===== src/rtl/tile_pkg.sv =====
// ----------------------------------------------------------------------------
// tile_pkg
// Shared constants and types for the 4x4 output-stationary systolic tile
// and its operand feeder.
//   N, DW, K, PE_LAT : array size, element width, reduction depth, PE latency
//   FEED_LEN         : cycles spent streaming skewed operands (K+N-1)
//   FLUSH_LEN        : cycles of zero feed that drain the last products
//   T_W, BEAT_W      : widths of the phase counter and the beat counter
//   feeder_state_t   : feeder FSM states
//   operand_t        : one matrix element
// ----------------------------------------------------------------------------
package tile_pkg;

   localparam int N      = 4;
   localparam int DW     = 8;
   localparam int K      = 4;
   localparam int PE_LAT = 1;

   localparam int FEED_LEN  = K + N - 1;
   localparam int FLUSH_LEN = N - 1 + PE_LAT;

   // The phase counter is shared by FEED and FLUSH, so size it for the longer one.
   localparam int T_MAX  = (FEED_LEN > FLUSH_LEN) ? FEED_LEN : FLUSH_LEN;
   localparam int T_W    = $clog2(T_MAX + 1);
   localparam int BEAT_W = (K > 1) ? $clog2(K) : 1;

   typedef logic [DW-1:0] operand_t;

   typedef enum logic [2:0] {
      LOAD,
      CLEAR,
      FEED,
      FLUSH,
      DONE
   } feeder_state_t;

endpackage


===== src/rtl/tile_feeder_skew_select.sv =====
// ----------------------------------------------------------------------------
// skew_select
// Picks the element a single row/column lane must present at feed time t.
// Lane LANE is delayed LANE cycles, so it shows element k when t == k+LANE
// and zero for every other t.
//   elems_i : the K elements of this lane, element k at [k*DW +: DW]
//   t_i     : feed time being prepared
//   elem_o  : selected element, or zero outside the lane's window
// ----------------------------------------------------------------------------
module skew_select
   import tile_pkg::*;
#(
   parameter int LANE = 0
) (
   input  logic [K*DW-1:0] elems_i,
   input  logic [T_W-1:0]  t_i,
   output operand_t        elem_o
);

   // Zero is the default so the pad region never carries a stale element;
   // at most one k can match because t is compared against distinct offsets.
   always_comb begin
      elem_o = '0;
      for (int k = 0; k < K; k++) begin
         if (t_i == T_W'(k + LANE)) begin
            elem_o = elems_i[k*DW +: DW];
         end
      end
   end

endmodule


===== src/rtl/tile_feeder.sv =====
// ----------------------------------------------------------------------------
// tile_feeder
// Operand producer for the 4x4 output-stationary systolic tile. Collects K
// beats (one column of A plus one row of B per beat), then clears the tile
// accumulators, streams the operands with diagonal skew, flushes zeros until
// the last product lands in PE(N-1,N-1), and pulses done.
//   clk, reset       : clock, synchronous active-high reset
//   in_valid/ready   : operand beat handshake (ready only in LOAD)
//   in_a, in_b       : A[i][k] at [i*DW +: DW], B[k][j] at [j*DW +: DW]
//   row_a, col_b     : skewed, zero-padded tile edge inputs (registered)
//   feed_en, acc_clr : tile enable and one-cycle accumulator clear
//   done             : one-cycle pulse, tile y outputs valid this cycle
//   busy             : high in every state except LOAD
// ----------------------------------------------------------------------------
module tile_feeder
   import tile_pkg::*;
(
   input  logic          clk,
   input  logic          reset,
   input  logic          in_valid,
   output logic          in_ready,
   input  logic [N*DW-1:0] in_a,
   input  logic [N*DW-1:0] in_b,
   output logic [N*DW-1:0] row_a,
   output logic [N*DW-1:0] col_b,
   output logic          feed_en,
   output logic          acc_clr,
   output logic          done,
   output logic          busy
);

   feeder_state_t    state_q;
   logic [BEAT_W-1:0] beatCnt_q;
   logic [T_W-1:0]   tCnt_q;
   logic [T_W-1:0]   feedT_d;

   logic [N*DW-1:0]  aBuf_q [K];
   logic [N*DW-1:0]  bBuf_q [K];

   logic             inReady_q;
   logic [N*DW-1:0]  rowA_q;
   logic [N*DW-1:0]  colB_q;
   logic             feedEn_q;
   logic             accClr_q;
   logic             done_q;
   logic             busy_q;

   logic [K*DW-1:0]  rowElems [N];
   logic [K*DW-1:0]  colElems [N];
   logic [N*DW-1:0]  rowSel;
   logic [N*DW-1:0]  colSel;

   assign in_ready = inReady_q;
   assign row_a    = rowA_q;
   assign col_b    = colB_q;
   assign feed_en  = feedEn_q;
   assign acc_clr  = accClr_q;
   assign done     = done_q;
   assign busy     = busy_q;

   // Outputs are registered, so the lanes are prepared one cycle ahead:
   // CLEAR prepares t=0, and each FEED cycle t prepares t+1.
   always_comb begin
      feedT_d = '0;
      if (state_q == FEED) begin
         feedT_d = tCnt_q + T_W'(1);
      end
   end

   // Regroup the beat-major buffer into per-lane vectors: row i needs
   // A[i][0..K-1] and column j needs B[0..K-1][j].
   always_comb begin
      for (int g = 0; g < N; g++) begin
         rowElems[g] = '0;
         colElems[g] = '0;
         for (int k = 0; k < K; k++) begin
            rowElems[g][k*DW +: DW] = aBuf_q[k][g*DW +: DW];
            colElems[g][k*DW +: DW] = bBuf_q[k][g*DW +: DW];
         end
      end
   end

   for (genvar g = 0; g < N; g++) begin : gLane
      skew_select #(.LANE(g)) uRowSel (
         .elems_i (rowElems[g]),
         .t_i     (feedT_d),
         .elem_o  (rowSel[g*DW +: DW])
      );
      skew_select #(.LANE(g)) uColSel (
         .elems_i (colElems[g]),
         .t_i     (feedT_d),
         .elem_o  (colSel[g*DW +: DW])
      );
   end

   // Feeder FSM. Every output is set on the edge that enters the state it
   // belongs to. The buffer is only written on accepted beats in LOAD, which
   // keeps it stable for the whole FEED phase; reset leaves it untouched
   // because a fresh load always overwrites every slot before use.
   always_ff @(posedge clk) begin
      if (reset) begin
         state_q   <= LOAD;
         beatCnt_q <= '0;
         tCnt_q    <= '0;
         inReady_q <= 1'b1;
         rowA_q    <= '0;
         colB_q    <= '0;
         feedEn_q  <= 1'b0;
         accClr_q  <= 1'b0;
         done_q    <= 1'b0;
         busy_q    <= 1'b0;
      end else begin
         case (state_q)
            LOAD: begin
               if (in_valid && inReady_q) begin
                  aBuf_q[beatCnt_q] <= in_a;
                  bBuf_q[beatCnt_q] <= in_b;
                  if (beatCnt_q == BEAT_W'(K - 1)) begin
                     beatCnt_q <= '0;
                     state_q   <= CLEAR;
                     inReady_q <= 1'b0;
                     accClr_q  <= 1'b1;
                     busy_q    <= 1'b1;
                  end else begin
                     beatCnt_q <= beatCnt_q + BEAT_W'(1);
                  end
               end
            end
            CLEAR: begin
               accClr_q <= 1'b0;
               feedEn_q <= 1'b1;
               tCnt_q   <= '0;
               rowA_q   <= rowSel;
               colB_q   <= colSel;
               state_q  <= FEED;
            end
            FEED: begin
               if (tCnt_q == T_W'(FEED_LEN - 1)) begin
                  tCnt_q  <= '0;
                  rowA_q  <= '0;
                  colB_q  <= '0;
                  state_q <= FLUSH;
               end else begin
                  tCnt_q <= tCnt_q + T_W'(1);
                  rowA_q <= rowSel;
                  colB_q <= colSel;
               end
            end
            FLUSH: begin
               if (tCnt_q == T_W'(FLUSH_LEN - 1)) begin
                  tCnt_q   <= '0;
                  feedEn_q <= 1'b0;
                  done_q   <= 1'b1;
                  state_q  <= DONE;
               end else begin
                  tCnt_q <= tCnt_q + T_W'(1);
               end
            end
            DONE: begin
               done_q    <= 1'b0;
               inReady_q <= 1'b1;
               busy_q    <= 1'b0;
               state_q   <= LOAD;
            end
            default: begin
               state_q <= LOAD;
            end
         endcase
      end
   end

endmodule


===== config.mk =====
export PLATFORM = sky130hd
export DESIGN_NAME = tile_feeder
export DESIGN_NICKNAME = d
export VERILOG_FILES = /design/src/rtl/tile_pkg.sv /design/src/rtl/tile_feeder_skew_select.sv /design/src/rtl/tile_feeder.sv
export SDC_FILE = /design/constraint.sdc
export NUM_CORES = 1
export LEC_CHECK = 0
export CAP_MARGIN = 20
export CORE_ASPECT_RATIO = 1.25
export CORE_UTILIZATION = 50
export DETAILED_ROUTE_END_ITERATION = 8
export GPL_TIMING_DRIVEN = 0
export HOLD_SLACK_MARGIN = 0.1
export PLACE_DENSITY = 0.72
export SKIP_LAST_GASP = 1
export SYNTH_ARGS = -nofsm -noshare
export SYNTH_HDL_FRONTEND = slang
export SYNTH_SLANG_ARGS = --single-unit

===== constraint.sdc =====
create_clock -name clk -period 7.68 [get_ports clk]
set_clock_uncertainty 0.1 [all_clocks]
set_input_delay 1.92 -clock clk [delete_from_list [all_inputs] [get_ports clk]]
set_output_delay 1.92 -clock clk [all_outputs]
set_load 0.005 [all_outputs]

**After elaboration in Yosys (flattened, before gate mapping)**

Memory sizes are Yosys's and may differ from the RTL's.
Cells that the tools add are included.

- $add $sub $neg: 2
- Eq/ne operators: 17
- Mux-type cells: 61
- Reductions and logical operators: 15

Operators with widths:

| operator | count |
|---|---|
| $mux 8 | 32 |
| $pmux 32 s2 | 2 |
| $mux 32 | 2 |
| $mux 3 | 7 |
| $eq 3x2->1 const B | 5 |
| $eq 3x3->1 const B | 5 |
| $pmux 3 s4 | 1 |
| $mux 1 | 10 |
| $pmux 1 s2 | 5 |
| $reduce_bool 2->1 | 5 |
| $pmux 3 s3 | 1 |
| $eq 3x1->1 const B | 2 |
| $logic_not 3->1 | 2 |
| $ne 2x2->1 const B | 3 |
| $reduce_and 2->1 | 3 |
| $reduce_and 3->1 | 2 |
| $reduce_and 4->1 | 1 |
| $add 3x1->3 const B | 1 |
| $reduce_bool 3->1 | 1 |
| $add 2x1->2 const B | 1 |
| $eq 2x2->1 const B | 1 |
| $mux 2 | 1 |
| $ne 2x1->1 const B | 1 |
| $logic_and 1x1->1 | 1 |

- Bits in registers: 77
- RAM bits: 256
- Input bits: 67
- Output and inout port bits: 69
- Logic and storage cells: 107
- Memories: 2

Memory list:

| name | words | bits a word | rd ports | clocked after Yosys merged registers in | write ports | RTL line | text |
|---|---|---|---|---|---|---|---|
| aBuf_q | 4 | 32 | 4 | 0 | 1 | tile_feeder.sv:37 | `logic [N*DW-1:0] aBuf_q [K];` |
| bBuf_q | 4 | 32 | 4 | 0 | 1 | tile_feeder.sv:38 | `logic [N*DW-1:0] bBuf_q [K];` |

**Logic depth before layout (Yosys ltp)**

- Depth in word-level cells: 9
- Mapped depth: 11
- Mapped depth without buffers: 7

**By module**

A second synthesis with hierarchy kept.

- Cell total of the unflattened synthesis: 907
- Area total of the unflattened synthesis: 13360.3 um2

By module, submodules not included:

| module | times used | cells an instance | area each (um2) | sequential area each (um2) |
|---|---|---|---|---|
| tile_feeder | 1 | 631 | 10910.5 | 9228.9 |
| skew_select (gLane[0].uColSel ...) | 4 | 30 | 261.5 | 0.0 |
| skew_select (gLane[3].uColSel ...) | 2 | 40 | 387.9 | 0.0 |
| skew_select (gLane[1].uColSel ...) | 2 | 38 | 314.1 | 0.0 |

**Least setup slack after synthesis**

Ideal clock, no wire load.

- Kind: input port to flip-flop
- Start: input port reset
- End: memory aBuf_q[0][0] (netlist bit) (enable)
- Setup time: 429 ps
- Arrival time: 3967 ps
- Data required time: 7151 ps
- Path slack: 3184 ps
- Stages on the path: 3
- Path buffers: 1
- Cells stage by stage: clkbuf_1 > nor3_1 > and2_1

- Longest elaborated chain between the ends: 2

Ends and longest elaborated chain:

| item | RTL line | text |
|---|---|---|
| start, declared | tile_feeder.sv:19 | `input logic reset,` |
| $mux 1 | tile_feeder.sv:101 | `if (reset) begin` |
| $mux 1 (implied by the code) | tile_feeder.sv:116 | `aBuf_q[beatCnt_q] <= in_a;` |
| end, declared | tile_feeder.sv:37 |  |

No other way between the ends.

**Worst setup path in the final report**

- Start: input port reset
- End: memory bBuf_q[1][23] (netlist bit) (enable)

- Longest elaborated chain between the ends: 2

Ends and longest elaborated chain:

| item | RTL line | text |
|---|---|---|
| $mux 1 | tile_feeder.sv:101 |  |
| $mux 1 (implied by the code) | tile_feeder.sv:117 | `bBuf_q[beatCnt_q] <= in_b;` |
| end, declared | tile_feeder.sv:38 |  |

No other way between the ends.

==> out/results.txt <==
Mapped Area = 0.01233 mm²
Vias = 7639
CTS Hold Buffers Added = 0
HP Start = row_a[15]$_SDFFE_PP0N_
Tcrit/Tclk final = 0.5181
P&R area growth vs syn = 23.19%
Max-slew headroom = 0.4902
RSZ-0062 raised after global routing = false
Avg Inst Size Synth = 14.75 µm²
final instance area = 0.01519 mm²
Internal Dissipation = 0.002881 W
Die Ht = 177.6 µm
initial antenna violation count = 0
layout cells sized above 1 = 0.08535
Post-synth EDFFs = 256
Fillers = 1828
power per cell area = 237.6 mW/mm²
ys flop type = edfxtp_1
Core Footprint = 0.02396 mm²
power share of the clock group = 0.410
Worst R2R Setup Slack = 4.23 ns
Post-CTS Setup Repair Bufs = 0
number of global-route vias before repair = 7647
fin crit period = 3.979 ns
Slew @ Worst Pin = 0.7614 ns
hold endpoint = row_a[15]$_SDFFE_PP0N_
most frequent cells in the layout = edfxtp_1, clkdlybuf4s50_1, dfxtp_1, o21ai_0, a21oi_1
Final setup viols = 0
WL final = 27580 µm
first-pass GRT wire length = 41950 µm
total clock sinks = 333
IR drop worst, VDD = 272.8 µV
outcome = finished clean
Hold Violations, Final = 0
ant diodes = 0
initial core utilization = 0.5144
Flop pwr share = 0.552
largest net degree at the start of global routing = 45
Vias/cell = 5.633
Slew Viols, Final = 0
htree depth = 1
CTS buffer count = 30
crit path max fanout = 41
placed cells = 1300
hpwl dp = 17450 µm
leakage = 4.849 nW
CTS tree = built
Core Util, Final = 0.6337
r2r startpoint = tCnt_q[0]$_SDFFE_PP0P_
routability cong. = 0.7800
Non-Filler Instances = 1356
DRC viols = 0
Hold Crit Depth = 2
R2R depth = 11
Clock Tree Root = clkbuf_16
clock tree buffer depth = 3
syn nets = 911
Switch Pwr = 0.0007271 W
Startpoint Class = input port
Critical path origin = reset
Final nets = 1082
FP Rows = 63
die area = 0.02529 mm²
PortBufs = 135
crit path DAT = 4.10 ns
Worst EP required = 7.80 ns
Logic pwr share = 0.038
GRT overflow = 0
DR iter-0 viols = 556
synth unique cells = 41
share of the yosys chip area belonging to registers = 0.7487
CP Capture Type = flop
Synth Register Bits = 333
Final ANT Viol Nets = 0
Total GRT Usage = 0.2207
PostCTS Resize Cnt = 0
placed instance area = 0.01420 mm²
kind of critical path = input port to flop
Chip Width = 142.4 µm
switching share of total power = 0.2015
Setup TNS = 0 ns
Wirelength per Cell = 20.34 µm
Reg-to-Reg End = row_a[6]$_SDFFE_PP0N_
Max-Cap Viols = 0
Clock Latency Late Sink = 0.55 ns
DRT Pass-1 Iters = 5
post-synthesis cell count = 836
fmax = 0.2513 GHz
Ports = 136
commonest non-fill, non-tap cell in the layout = edfxtp_1
ys async rst share = 0
Clk pin slew, worst setup/hold paths = 0.06 ns
Worst Hold Class = flop to flop
synth warn = 0
## metal layers
metal	routed length, µm	share of wire	GRT usage	vias to the layer above
met5	0	0	0	-
met4	464	0.017	0.06138	0
met3	1474	0.053	0.02617	37
met2	14380	0.52	0.3954	232
met1	11260	0.41	0.2815	3790
li1	-	-	-	3580
## flip-flops by register name, indices dropped and copies added (netlist names), 2 cells and up
name and cells:
aBuf_q 128, bBuf_q 128, col_b 32, row_a 32, state_q 3, tCnt_q 3
beatCnt_q 2
## worst max path at each step
| stage | slack [ns] | cells after the start | to |
|---|---|---|---|
| floorplan | 3.18 | 3 | aBuf_q[0][0]$_DFFE_PP_ |
| global placement | 1.25 | 4 | bBuf_q[3][23]$_DFFE_PP_ |
| detailed placement | 3.13 | 5 | bBuf_q[2][23]$_DFFE_PP_ |
| CTS | 3.68 | 5 | bBuf_q[2][23]$_DFFE_PP_ |
| global route | 3.55 | 5 | aBuf_q[1][16]$_DFFE_PP_ |
| finish | 3.70 | 5 | bBuf_q[1][23]$_DFFE_PP_ |
## worst max-delay path, stage by stage
cell and delay (ns):
clkdlybuf4s50_1 0.50, clkbuf_1 0.26, nor3_1 0.55, and2_4 0.52, buf_16 0.30
## cell families (layout without fill, tap and decap cells)
family | after synthesis | count (layout) | synth area share
simple gates | 134 | 134 | 0.05156
buf+inv | 59 | 254 | 0.02213
flops | 333 | 333 | 0.7487
fa+ha+maj | 8 | 8 | 0.008121
compound gates | 270 | 270 | 0.1435
mux | 32 | 32 | 0.02598
## area by class of cell
| class | count | area (µm²) | share of cell area |
|---|---|---|---|
| well taps | 325 | 406.6 | 0.02678 |
| flip-flops and latches | 333 | 9229 | 0.6077 |
| inverters | 5 | 18.77 | 0.001236 |
| repair buffers | 139 | 1461 | 0.09623 |
| plain buffers | 54 | 254.0 | 0.01673 |
| clock inverters | 22 | 183.9 | 0.01211 |
| multi-input cells | 444 | 2835 | 0.1867 |
| clock buffers | 34 | 797.0 | 0.05248 |
## metrics by stage
step	total power, W	setup WS, ns	hold WS (ns)
global route	0.003707	3.554	0.3799
CTS	0.003630	3.684	0.3513
detailed placement	0.002168	3.128	0.3422
global placement	0.002161	1.251	0.3413
finish	0.003609	3.701	0.3484
floorplan	0.002083	3.184	0.3434
## Yosys cell counts, types with 4 or more instances
master     instances  area, µm²
edfxtp_1         256       7687
and3_1             4      25.02
a211oi_1          18      135.1
nor2b_1            6      37.54
buf_4              5      37.54
inv_1              5      18.77
mux2i_1           32      320.3
dfxtp_1           77       1541
a21oi_1           66      330.3
o21ai_0           66      330.3
nor2_1            46      172.7
clkbuf_1          28      105.1
o2bb2ai_1         15      131.4
ha_1               8      100.1
nand3_1           12      60.06
a22oi_1           32      240.2
o21a_1             7      52.55
o211ai_1          25      187.7
and2_1             6      37.54
a22o_1            22      192.7
a221o_1           11      110.1
nand2_1           46      172.7
buf_2             20      100.1
## power by group through the flow
stage	registers (W)	logic (W)	clock network (W)
3_5_place_dp	0.00203	0.000136	0
4_1_cts	0.00199	0.000137	0.00150
3_3_place_gp	0.00203	0.000126	0
2_1_floorplan	0.00203	0.0000506	0
6_report	0.00199	0.000136	0.00148
5_1_grt	0.00199	0.000145	0.00157
Note: power is estimated with default switching activity, not from simulation.
